<file path="src/rtl/k_and_s_control_unit.sv">
// K&S processor control unit: multi-cycle Moore FSM driving the datapath
// enables/selects, RAM write strobe, halt indication and a retired-instruction counter.

package k_and_s_pkg;
  typedef enum logic [3:0] {
    I_NOP    = 4'd0,
    I_LOAD   = 4'd1,
    I_STORE  = 4'd2,
    I_MOVE   = 4'd3,
    I_ADD    = 4'd4,
    I_SUB    = 4'd5,
    I_AND    = 4'd6,
    I_OR     = 4'd7,
    I_BRANCH = 4'd8,
    I_BZERO  = 4'd9,
    I_BNEG   = 4'd10,
    I_BNNEG  = 4'd11,
    I_BOV    = 4'd12,
    I_BNOV   = 4'd13,
    I_HALT   = 4'd14
  } decoded_instruction_type;
endpackage

module k_and_s_control_unit
  import k_and_s_pkg::*;
#(
  parameter int MEM_WAIT_CYCLES = 0,
  parameter int RETIRE_CNT_W    = 16
) (
  input  logic                          clk,
  input  logic                          rst_n,
  input  decoded_instruction_type       decoded_instruction,
  input  logic                          zero_op,
  input  logic                          neg_op,
  input  logic                          unsigned_overflow,
  input  logic                          signed_overflow,
  output logic                          branch,
  output logic                          pc_enable,
  output logic                          ir_enable,
  output logic                          addr_sel,
  output logic                          c_sel,
  output logic [1:0]                    operation,
  output logic                          write_reg_enable,
  output logic                          flags_reg_enable,
  output logic                          ram_write_enable,
  output logic                          halt,
  output logic [RETIRE_CNT_W-1:0]       retired_count
);

  typedef enum logic [2:0] {
    S_FETCH    = 3'd0,
    S_DECODE   = 3'd1,
    S_EXEC_ALU = 3'd2,
    S_LOAD     = 3'd3,
    S_STORE    = 3'd4,
    S_BR_TAKEN = 3'd5,
    S_HALTED   = 3'd6
  } state_t;

  localparam logic [2:0] WAIT_LAST = 3'(MEM_WAIT_CYCLES);
  localparam logic [RETIRE_CNT_W-1:0] RETIRE_MAX = {RETIRE_CNT_W{1'b1}};

  state_t     state_r, next_state_s, eff_state_s;
  logic [2:0] wait_r, next_wait_s, eff_wait_s;
  logic       started_r;
  logic       retire_s, eff_retire_s, taken_s, wait_last_s;
  logic       branch_s, pc_enable_s, ir_enable_s, addr_sel_s, c_sel_s;
  logic [1:0] operation_s;
  logic       write_reg_enable_s, flags_reg_enable_s, ram_write_enable_s, halt_s;
  // Unsigned overflow is part of the flag interface but never steers control flow.
  logic       unused_flag_s;

  assign unused_flag_s = unsigned_overflow;
  assign wait_last_s   = (wait_r == WAIT_LAST);

  // Conditional branch resolution from the flags present during DECODE.
  always_comb begin
    taken_s = 1'b0;
    case (decoded_instruction)
      I_BZERO: taken_s = zero_op;
      I_BNEG:  taken_s = neg_op;
      I_BNNEG: taken_s = ~neg_op;
      I_BOV:   taken_s = signed_overflow;
      I_BNOV:  taken_s = ~signed_overflow;
      default: taken_s = 1'b0;
    endcase
  end

  // Next-state, wait-counter and retire decision.
  always_comb begin
    next_state_s = state_r;
    next_wait_s  = 3'd0;
    retire_s     = 1'b0;
    case (state_r)
      S_FETCH: begin
        if (wait_last_s) begin
          next_state_s = S_DECODE;
        end else begin
          next_wait_s = wait_r + 3'd1;
        end
      end
      S_DECODE: begin
        case (decoded_instruction)
          I_ADD, I_SUB, I_AND, I_OR, I_MOVE: next_state_s = S_EXEC_ALU;
          I_LOAD:   next_state_s = S_LOAD;
          I_STORE:  next_state_s = S_STORE;
          I_BRANCH: next_state_s = S_BR_TAKEN;
          I_BZERO, I_BNEG, I_BNNEG, I_BOV, I_BNOV: begin
            if (taken_s) begin
              next_state_s = S_BR_TAKEN;
            end else begin
              next_state_s = S_FETCH;
              retire_s     = 1'b1;
            end
          end
          I_HALT: begin
            next_state_s = S_HALTED;
            retire_s     = 1'b1;
          end
          default: begin
            next_state_s = S_FETCH;
            retire_s     = 1'b1;
          end
        endcase
      end
      S_LOAD: begin
        if (wait_last_s) begin
          next_state_s = S_FETCH;
          retire_s     = 1'b1;
        end else begin
          next_wait_s = wait_r + 3'd1;
        end
      end
      S_EXEC_ALU, S_STORE, S_BR_TAKEN: begin
        next_state_s = S_FETCH;
        retire_s     = 1'b1;
      end
      S_HALTED: next_state_s = S_HALTED;
      default:  next_state_s = S_FETCH;
    endcase
  end

  // The first edge after reset release parks the FSM at the start of FETCH.
  always_comb begin
    if (started_r) begin
      eff_state_s  = next_state_s;
      eff_wait_s   = next_wait_s;
      eff_retire_s = retire_s;
    end else begin
      eff_state_s  = S_FETCH;
      eff_wait_s   = 3'd0;
      eff_retire_s = 1'b0;
    end
  end

  // Moore outputs for the state being entered; registered alongside the state.
  always_comb begin
    branch_s           = 1'b0;
    pc_enable_s        = 1'b0;
    ir_enable_s        = 1'b0;
    addr_sel_s         = 1'b0;
    c_sel_s            = 1'b0;
    operation_s        = 2'b00;
    write_reg_enable_s = 1'b0;
    flags_reg_enable_s = 1'b0;
    ram_write_enable_s = 1'b0;
    halt_s             = 1'b0;
    case (eff_state_s)
      S_FETCH: begin
        ir_enable_s = (eff_wait_s == WAIT_LAST);
        pc_enable_s = (eff_wait_s == WAIT_LAST);
      end
      S_EXEC_ALU: begin
        write_reg_enable_s = 1'b1;
        flags_reg_enable_s = 1'b1;
        case (decoded_instruction)
          I_ADD:   operation_s = 2'b00;
          I_AND:   operation_s = 2'b01;
          I_OR:    operation_s = 2'b10;
          I_SUB:   operation_s = 2'b11;
          I_MOVE:  operation_s = 2'b10;
          default: operation_s = 2'b00;
        endcase
      end
      S_LOAD: begin
        addr_sel_s         = 1'b1;
        c_sel_s            = (eff_wait_s == WAIT_LAST);
        write_reg_enable_s = (eff_wait_s == WAIT_LAST);
      end
      S_STORE: begin
        addr_sel_s         = 1'b1;
        ram_write_enable_s = 1'b1;
      end
      S_BR_TAKEN: begin
        pc_enable_s = 1'b1;
        branch_s    = 1'b1;
      end
      S_HALTED: halt_s = 1'b1;
      default:  halt_s = 1'b0;
    endcase
  end

  // State, wait counter, registered outputs and saturating retire counter.
  always_ff @(posedge clk) begin
    if (!rst_n) begin
      state_r          <= S_FETCH;
      wait_r           <= 3'd0;
      started_r        <= 1'b0;
      branch           <= 1'b0;
      pc_enable        <= 1'b0;
      ir_enable        <= 1'b0;
      addr_sel         <= 1'b0;
      c_sel            <= 1'b0;
      operation        <= 2'b00;
      write_reg_enable <= 1'b0;
      flags_reg_enable <= 1'b0;
      ram_write_enable <= 1'b0;
      halt             <= 1'b0;
      retired_count    <= '0;
    end else begin
      state_r          <= eff_state_s;
      wait_r           <= eff_wait_s;
      started_r        <= 1'b1;
      branch           <= branch_s;
      pc_enable        <= pc_enable_s;
      ir_enable        <= ir_enable_s;
      addr_sel         <= addr_sel_s;
      c_sel            <= c_sel_s;
      operation        <= operation_s;
      write_reg_enable <= write_reg_enable_s;
      flags_reg_enable <= flags_reg_enable_s;
      ram_write_enable <= ram_write_enable_s;
      halt             <= halt_s;
      if (eff_retire_s && (retired_count != RETIRE_MAX)) begin
        retired_count <= retired_count + RETIRE_CNT_W'(1);
      end else begin
        retired_count <= retired_count;
      end
    end
  end

endmodule
</file>
<file path="config.mk">
export PLATFORM = sky130hd
export DESIGN_NAME = k_and_s_control_unit
export DESIGN_NICKNAME = d
export VERILOG_FILES = /design/src/rtl/k_and_s_control_unit.sv
export SDC_FILE = /design/constraint.sdc
export NUM_CORES = 1
export LEC_CHECK = 0
export CELL_PAD_IN_SITES_DETAIL_PLACEMENT = 2
export CELL_PAD_IN_SITES_GLOBAL_PLACEMENT = 2
export CORE_MARGIN = 1
export CORE_UTILIZATION = 29
export DETAILED_ROUTE_END_ITERATION = 12
export GPL_TIMING_DRIVEN = 0
export PLACE_DENSITY_LB_ADDON = 0.1
export SETUP_SLACK_MARGIN = 0.05
export SYNTH_ARGS = -nofsm -noshare
export SYNTH_HDL_FRONTEND = slang
export SYNTH_SLANG_ARGS = --single-unit
</file>
<file path="constraint.sdc">
create_clock -name clk -period 3.25 [get_ports clk]
set_input_delay 0.65 -clock clk [delete_from_list [all_inputs] [get_ports clk]]
set_output_delay 0.65 -clock clk [all_outputs]
set_load 0.01 [all_outputs]
</file>
==> results of run 1 <==
## logic make-up after synthesis
group,share of synthesized area (%)
AOI/OAI and AO/OA,20.2
xor gates and xnor gates,1.93
adders and majority gates,2.14
buffers and inverters,5.28
DFF,38.8
muxes,2.85
and+or+nand+nor,28.8
## worst register-to-register path, stage by stage, from the launching register on
cell	delay (ps)
dfxtp_1	410
ha_1	190
and3_1	170
and3_1	150
clkbuf_1	270
nand2_1	140
nor2_1	260
clkbuf_1	390
clkbuf_1	410
o21ai_0	160
a21oi_1	150
## synthesized netlist by cell type, types with 7 or more instances
master	n
nand3_1	10
o31ai_1	9
inv_1	8
clkbuf_1	8
nand2b_1	11
a21oi_1	17
o21ai_0	7
dfxtp_1	34
nand2_1	17
or4_1	9
nor2_1	13
and3_1	7
## final cells by class
type	count	share of cell area, %
Clock buffer	5	2.97
Inverter	8	1.30
Tap cell	72	3.89
Multi-Input combinational cell	156	43.1
Clock inverter	3	1.94
Buffer	12	2.70
Timing Repair Buffer	34	14.7
Sequential cell	34	29.4
## final timing paths
check,from,endpoint,slack (ps),depth (start not counted)
setup reg to reg,retired_count[0],retired_count[1],460,10
setup / recovery,decoded_instruction[1],addr_sel,210,9
hold reg to reg,wait_r[0],wait_r[0],500,1
hold / removal,wait_r[0],wait_r[0],500,1
## metal layers
layer	routed length (um)	track usage [%]
met5	0	0
met1	2750	24.1
met3	184	3.66
met4	19	3.21
met2	2340	28.1
## power by group through the flow
stage	Sequential, mW	Combinational [mW]	Clock [mW]
floorplan	0.437	0.0510	0
global placement	0.437	0.0857	0
detailed placement	0.437	0.0871	0
CTS	0.427	0.0888	0.403
global route	0.427	0.0988	0.422
finish	0.427	0.0901	0.390
## through the flow
step | area, sq um | instances | util (%) | hold WS (ps)
2_1_floorplan | 1750 | 210 | - | 450
3_3_place_gp | 2180 | 316 | 38.5 | 476
3_5_place_dp | 2180 | 316 | 38.5 | 497
4_1_cts | 2310 | 324 | 40.6 | 508
5_1_grt | 2320 | 324 | 40.8 | 548
6_report | 2320 | 324 | 40.8 | 500
## what timing repair did
action                     4_1_cts  5_1_grt
setup endpoints to repair        2        1
buffers inserted                 0        0
gates resized for setup          1        2
## state kept, by name (all words and copies together), names as in the netlist, 2 cells and up
signal	cells
operation	2
retired_count	16
state_r	3
wait_r	3
==> metrics, run 1 <==
crit-path cells clkdlybuf4s50_1 > clkbuf_1 > nand2b_1 > a311oi_1 > o41ai_2 > or3_1 > clkbuf_1 > nor3_1 > a31o_2; post-synthesis net count 223; Fin Clk Skew 4.05 ps; ranking of synthesized cells by area dfxtp_1 39%, a21oi_1 4.9%, nand2b_1 3.9%; DIE AREA 0.00636 sq mm; via count 1736; switching part of the total 24.0%; multi-input combinational cell area 1000 sq um; number of synthesized flops with an enable pin 0; total CTS buffers 5; CTS root buf clkbuf_8; Max Fclk 329 MHz; CTS Hold Bufs 0; Synth top area share 38.8%; maximum vdd drop 245 uV; drt wl/cell 16.3 um; Tcrit/Tclk final 93.5%; clock sinks 34; Cell Area, Synth 0.00175 sq mm; latest clock arrival within the worst-skew pair 280 ps; DRT Pass-1 Iters 4; pre-CTS setup slack -242 ps; Die X 79.8 um; delay-heaviest family, CP buffers and inverters; Logic pwr share 9.9%; internal power 689 uW; sw power 218 uW; post-DP HPWL 3890 um; Arrival @ worst endpoint 3210 ps; Hold Crit Class register to register; Seq/Total Area, Yosys 38.8%; RePlAce Congestion 0.714; global-route wire length before repair 8730 um; Worst Path Required 3430 ps; Power Dens Cells 391 mW/mm^2; # rows 27; Buf/Inv on CP 3; MaxCap Viol Count 0; Layout Nets 264; htree depth 2; Primary FF master, synth dfxtp_1; ANT nets after route 0; Syn Area/Cell 8.35 sq um; Worst setup SP type input pin; DRT Wirelength 5290 um; Clock Tree Buf Depth 2; power consumption 907 uW; status finished, final reports clean; P&R area growth vs syn 32.1%; die span in y 79.8 um; CP Max Fanout 10; Slowest cell on crit path clkdlybuf4s50_1; share of layout cells above drive strength 1 8.73%; n_diodes 0; sequential power share 47.0%; clk slew on worst S/H paths 80 ps; core area 0.00568 sq mm; GR Util All Layers 17.5%; crit-path max cell delay 620 ps; clock power share 43.0%; Starting Density 30.9%; Reg area 681 sq um; vias per cell 5.36; RSZ-0062 raised after global routing false; Slew @ Worst Pin 563 ps; CTS tree built; Yosys reg bits 34; Residual DRC 0; crit path kind input pin to register; Setup crit end kind register; GRT overflow 0; Port Buffer Count 34; vias in the first global route 1834; Async SR Flop Fraction 0%; post-synthesis cell type count 44; relative slew slack 62.1%; num ports 37; Slew Limit Fails 0; most frequent cells in the layout 34 x dfxtp_1, 34 x clkdlybuf4s50_1, 17 x a21oi_1, 17 x nand2_1, 13 x nor2_1; Syn Inst Count 210; Setup-failing EPs final 0; Setup TNS 0 ps; initial antenna violation count 0; final hold viol count 0; largest net degree at the start of global routing 13; leading area contributor after synthesis dfxtp_1; YS warnings 0; fillers 655; min Tclk post-route 3040 ps; leakage 0.825 nW; CP dominant cell by count clkbuf_1; final worst slack 213 ps; initial DRC count 51
No activity file was read; power rests on OpenSTA's default activity.
==> inputs of run 2 (changes only) <==
--- a/config.mk
+++ b/config.mk
@@ -5,6 +5,7 @@
 export SDC_FILE = /design/constraint.sdc
 export NUM_CORES = 1
 export LEC_CHECK = 0
+export ABC_CLOCK_PERIOD_IN_PS = 3250
 export CELL_PAD_IN_SITES_DETAIL_PLACEMENT = 2
 export CELL_PAD_IN_SITES_GLOBAL_PLACEMENT = 2
 export CORE_MARGIN = 1
@@ -13,6 +14,7 @@
 export GPL_TIMING_DRIVEN = 0
 export PLACE_DENSITY_LB_ADDON = 0.1
 export SETUP_SLACK_MARGIN = 0.05
+export SLEW_MARGIN = 20
 export SYNTH_ARGS = -nofsm -noshare
 export SYNTH_HDL_FRONTEND = slang
 export SYNTH_SLANG_ARGS = --single-unit
==> results of run 2 <==
Final layout, timing and power as in run 1 (identical DEF).
==> inputs of run 3 (changes only) <==
--- a/config.mk
+++ b/config.mk
@@ -6,12 +6,14 @@
 export NUM_CORES = 1
 export LEC_CHECK = 0
 export ABC_CLOCK_PERIOD_IN_PS = 3250
+export CAP_MARGIN = 25
 export CELL_PAD_IN_SITES_DETAIL_PLACEMENT = 2
 export CELL_PAD_IN_SITES_GLOBAL_PLACEMENT = 2
 export CORE_MARGIN = 1
 export CORE_UTILIZATION = 29
 export DETAILED_ROUTE_END_ITERATION = 12
 export GPL_TIMING_DRIVEN = 0
+export MAX_ROUTING_LAYER = met4
 export PLACE_DENSITY_LB_ADDON = 0.1
 export SETUP_SLACK_MARGIN = 0.05
 export SLEW_MARGIN = 20
==> metrics, run 3 (synthesis gave the netlist of run 1 again) <==
vias per cell 5.38 (+0.40%); max FFs per register 16 (unchanged); via count 1743 (+0.40%); most frequent cells in the layout 34 x dfxtp_1, 34 x clkdlybuf4s50_1, 17 x a21oi_1, 17 x nand2_1, 13 x nor2_1; crit path kind input pin to register; Arrival @ worst endpoint 3210 ps (about the same); relative slew slack 62.1% (about the same); global routing usage on met2 28.1% (unchanged); crit-path cells clkdlybuf4s50_1 > clkbuf_1 > nand2b_1 > a311oi_1 > o41ai_2 > or3_1 > clkbuf_1 > nor3_1 > a31o_2; Layout Cells excl Fill 324 (unchanged); vias in the first global route 1832 (-0.11%); Fin Clk Skew 4.04 ps (-0.0164 ps); Power Dens Cells 391 mW/mm^2 (about the same); total stage count of the critical path 9 (unchanged); Port Buffer Count 34 (unchanged); Slowest cell on crit path clkdlybuf4s50_1; Hold WS 500 ps (unchanged); Tcrit/Tclk final 93.3% (-0.11 points); Worst setup SP type input pin; Slew Limit Fails 0 (unchanged); initial antenna violation count 0 (unchanged); htree depth 2 (unchanged); RSZ-0062 raised after global routing false; FF-to-FF path depth 10 (unchanged); Layout Nets 264 (unchanged); DRT Pass-1 Iters 4 (unchanged); core area 0.00568 sq mm (unchanged); met3 Use GR 3.66% (unchanged); total CTS buffers 5 (unchanged); CP Max Fanout 10 (unchanged); min Tclk post-route 3030 ps (-3.43 ps); final hold viol count 0 (unchanged); status finished, final reports clean; maximum vdd drop 245 uV (about the same); Starting Density 30.9% (unchanged); ANT nets after route 0 (unchanged); global-route wire length before repair 8740 um (+0.16%); die span in y 79.8 um (unchanged); Die X 79.8 um (unchanged); Residual DRC 0 (unchanged); GR Util All Layers 18.0% (+0.50 points); MaxCap Viol Count 0 (unchanged); post-route core utilization 40.8% (unchanged); design area 0.00232 sq mm (unchanged); DRT Wirelength 5290 um (about the same); GRT overflow 0 (unchanged); n_diodes 0 (unchanged); delay-heaviest family, CP buffers and inverters; latest clock arrival within the worst-skew pair 280 ps (about the same); largest net degree at the start of global routing 13 (unchanged); Top Usage Layer GRT met2; CTS root buf clkbuf_8; share of layout cells above drive strength 1 8.73% (unchanged); CTS Hold Bufs 0 (unchanged); DIE AREA 0.00636 sq mm (unchanged); Buf/Inv on CP 3 (unchanged); drt wl/cell 16.3 um (about the same); CTS tree built; dpl cell area 0.00218 sq mm (unchanged); num ports 37 (unchanged); post-DP HPWL 3890 um (unchanged); met1 Track Usage GR 24.2% (+0.069 points); Post-Place Cells 316 (unchanged); clk slew on worst S/H paths 80 ps (about the same); Clock Tree Buf Depth 2 (unchanged); Setup TNS 0 ps (unchanged); RePlAce Congestion 0.722 (+1.1%); P&R area growth vs syn 32.1% (unchanged); Hold Crit Class register to register; leakage 0.825 nW (unchanged); initial DRC count 42 (-18%); CP dominant cell by count clkbuf_1; Worst Path Required 3430 ps (about the same); # rows 27 (unchanged); Setup-failing EPs final 0 (unchanged); Post-CTS Setup Bufs 0 (unchanged); Max Fclk 330 MHz (+0.11%); crit-path max cell delay 620 ps (about the same); clock sinks 34 (unchanged); Slew @ Worst Pin 563 ps (-0.214 ps); Biggest register retired_count; Setup crit end kind register; Top Registers retired_count (16), state_r (3), wait_r (3); hold path cells 1 (unchanged)
## run 3: cell counts in the layout (fill, tap and decap cells not counted)
No cell type changed its count.
## run 3: report_power, final
| part | internal (mW) | switching (mW) | total [mW] |
|---|---|---|---|
| Clock | 0.228 | 0.162 | 0.390 |
| Sequential | 0.422 | 0.00471 | 0.427 |
| Combinational | 0.0389 | 0.0511 | 0.0901 |
## run 3: worst paths after layout
check | end | slack (ps) | start
min reg2reg | wait_r[0] | 500 | wait_r[0]
max reg2reg | retired_count[1] | 450 | retired_count[0]
max | addr_sel | 220 | decoded_instruction[1]
min | wait_r[0] | 500 | wait_r[0]
## run 3: per-stage QoR
step	setup WS, ps	power (mW)
final	216	0.907
after global routing	65.5	0.949
after CTS	260	0.918
after detailed placement	-242	0.524
after global placement	-139	0.522
after floorplan	746	0.488
## run 3: final cells by class
| class | instances | area (sq um) |
|---|---|---|
| inverters | 8 | 30.0 |
| plain buffers | 12 | 62.6 |
| repair buffers | 34 | 340 |
| clock inverters | 3 | 45.0 |
| clock buffers | 5 | 68.8 |
| flip-flops and latches | 34 | 681 |
| multi-input cells | 156 | 1000 |
| fillers | 655 | 3360 |
| well taps | 72 | 90.1 |
## run 3: layer usage
layer	part of all wire (%)	routed length (um)	vias to the layer above
met1	52	2740	842
met4	0.36	19	0
met5	0	0	-
li1	-	-	864
met2	44	2350	35
met3	3.6	189	2
## run 3: what timing repair did
action                                  CTS  global route
cloned                                    0             0
pin swaps                                 0             0
resized for setup                         1             2
endpoints found under the setup margin    2             1
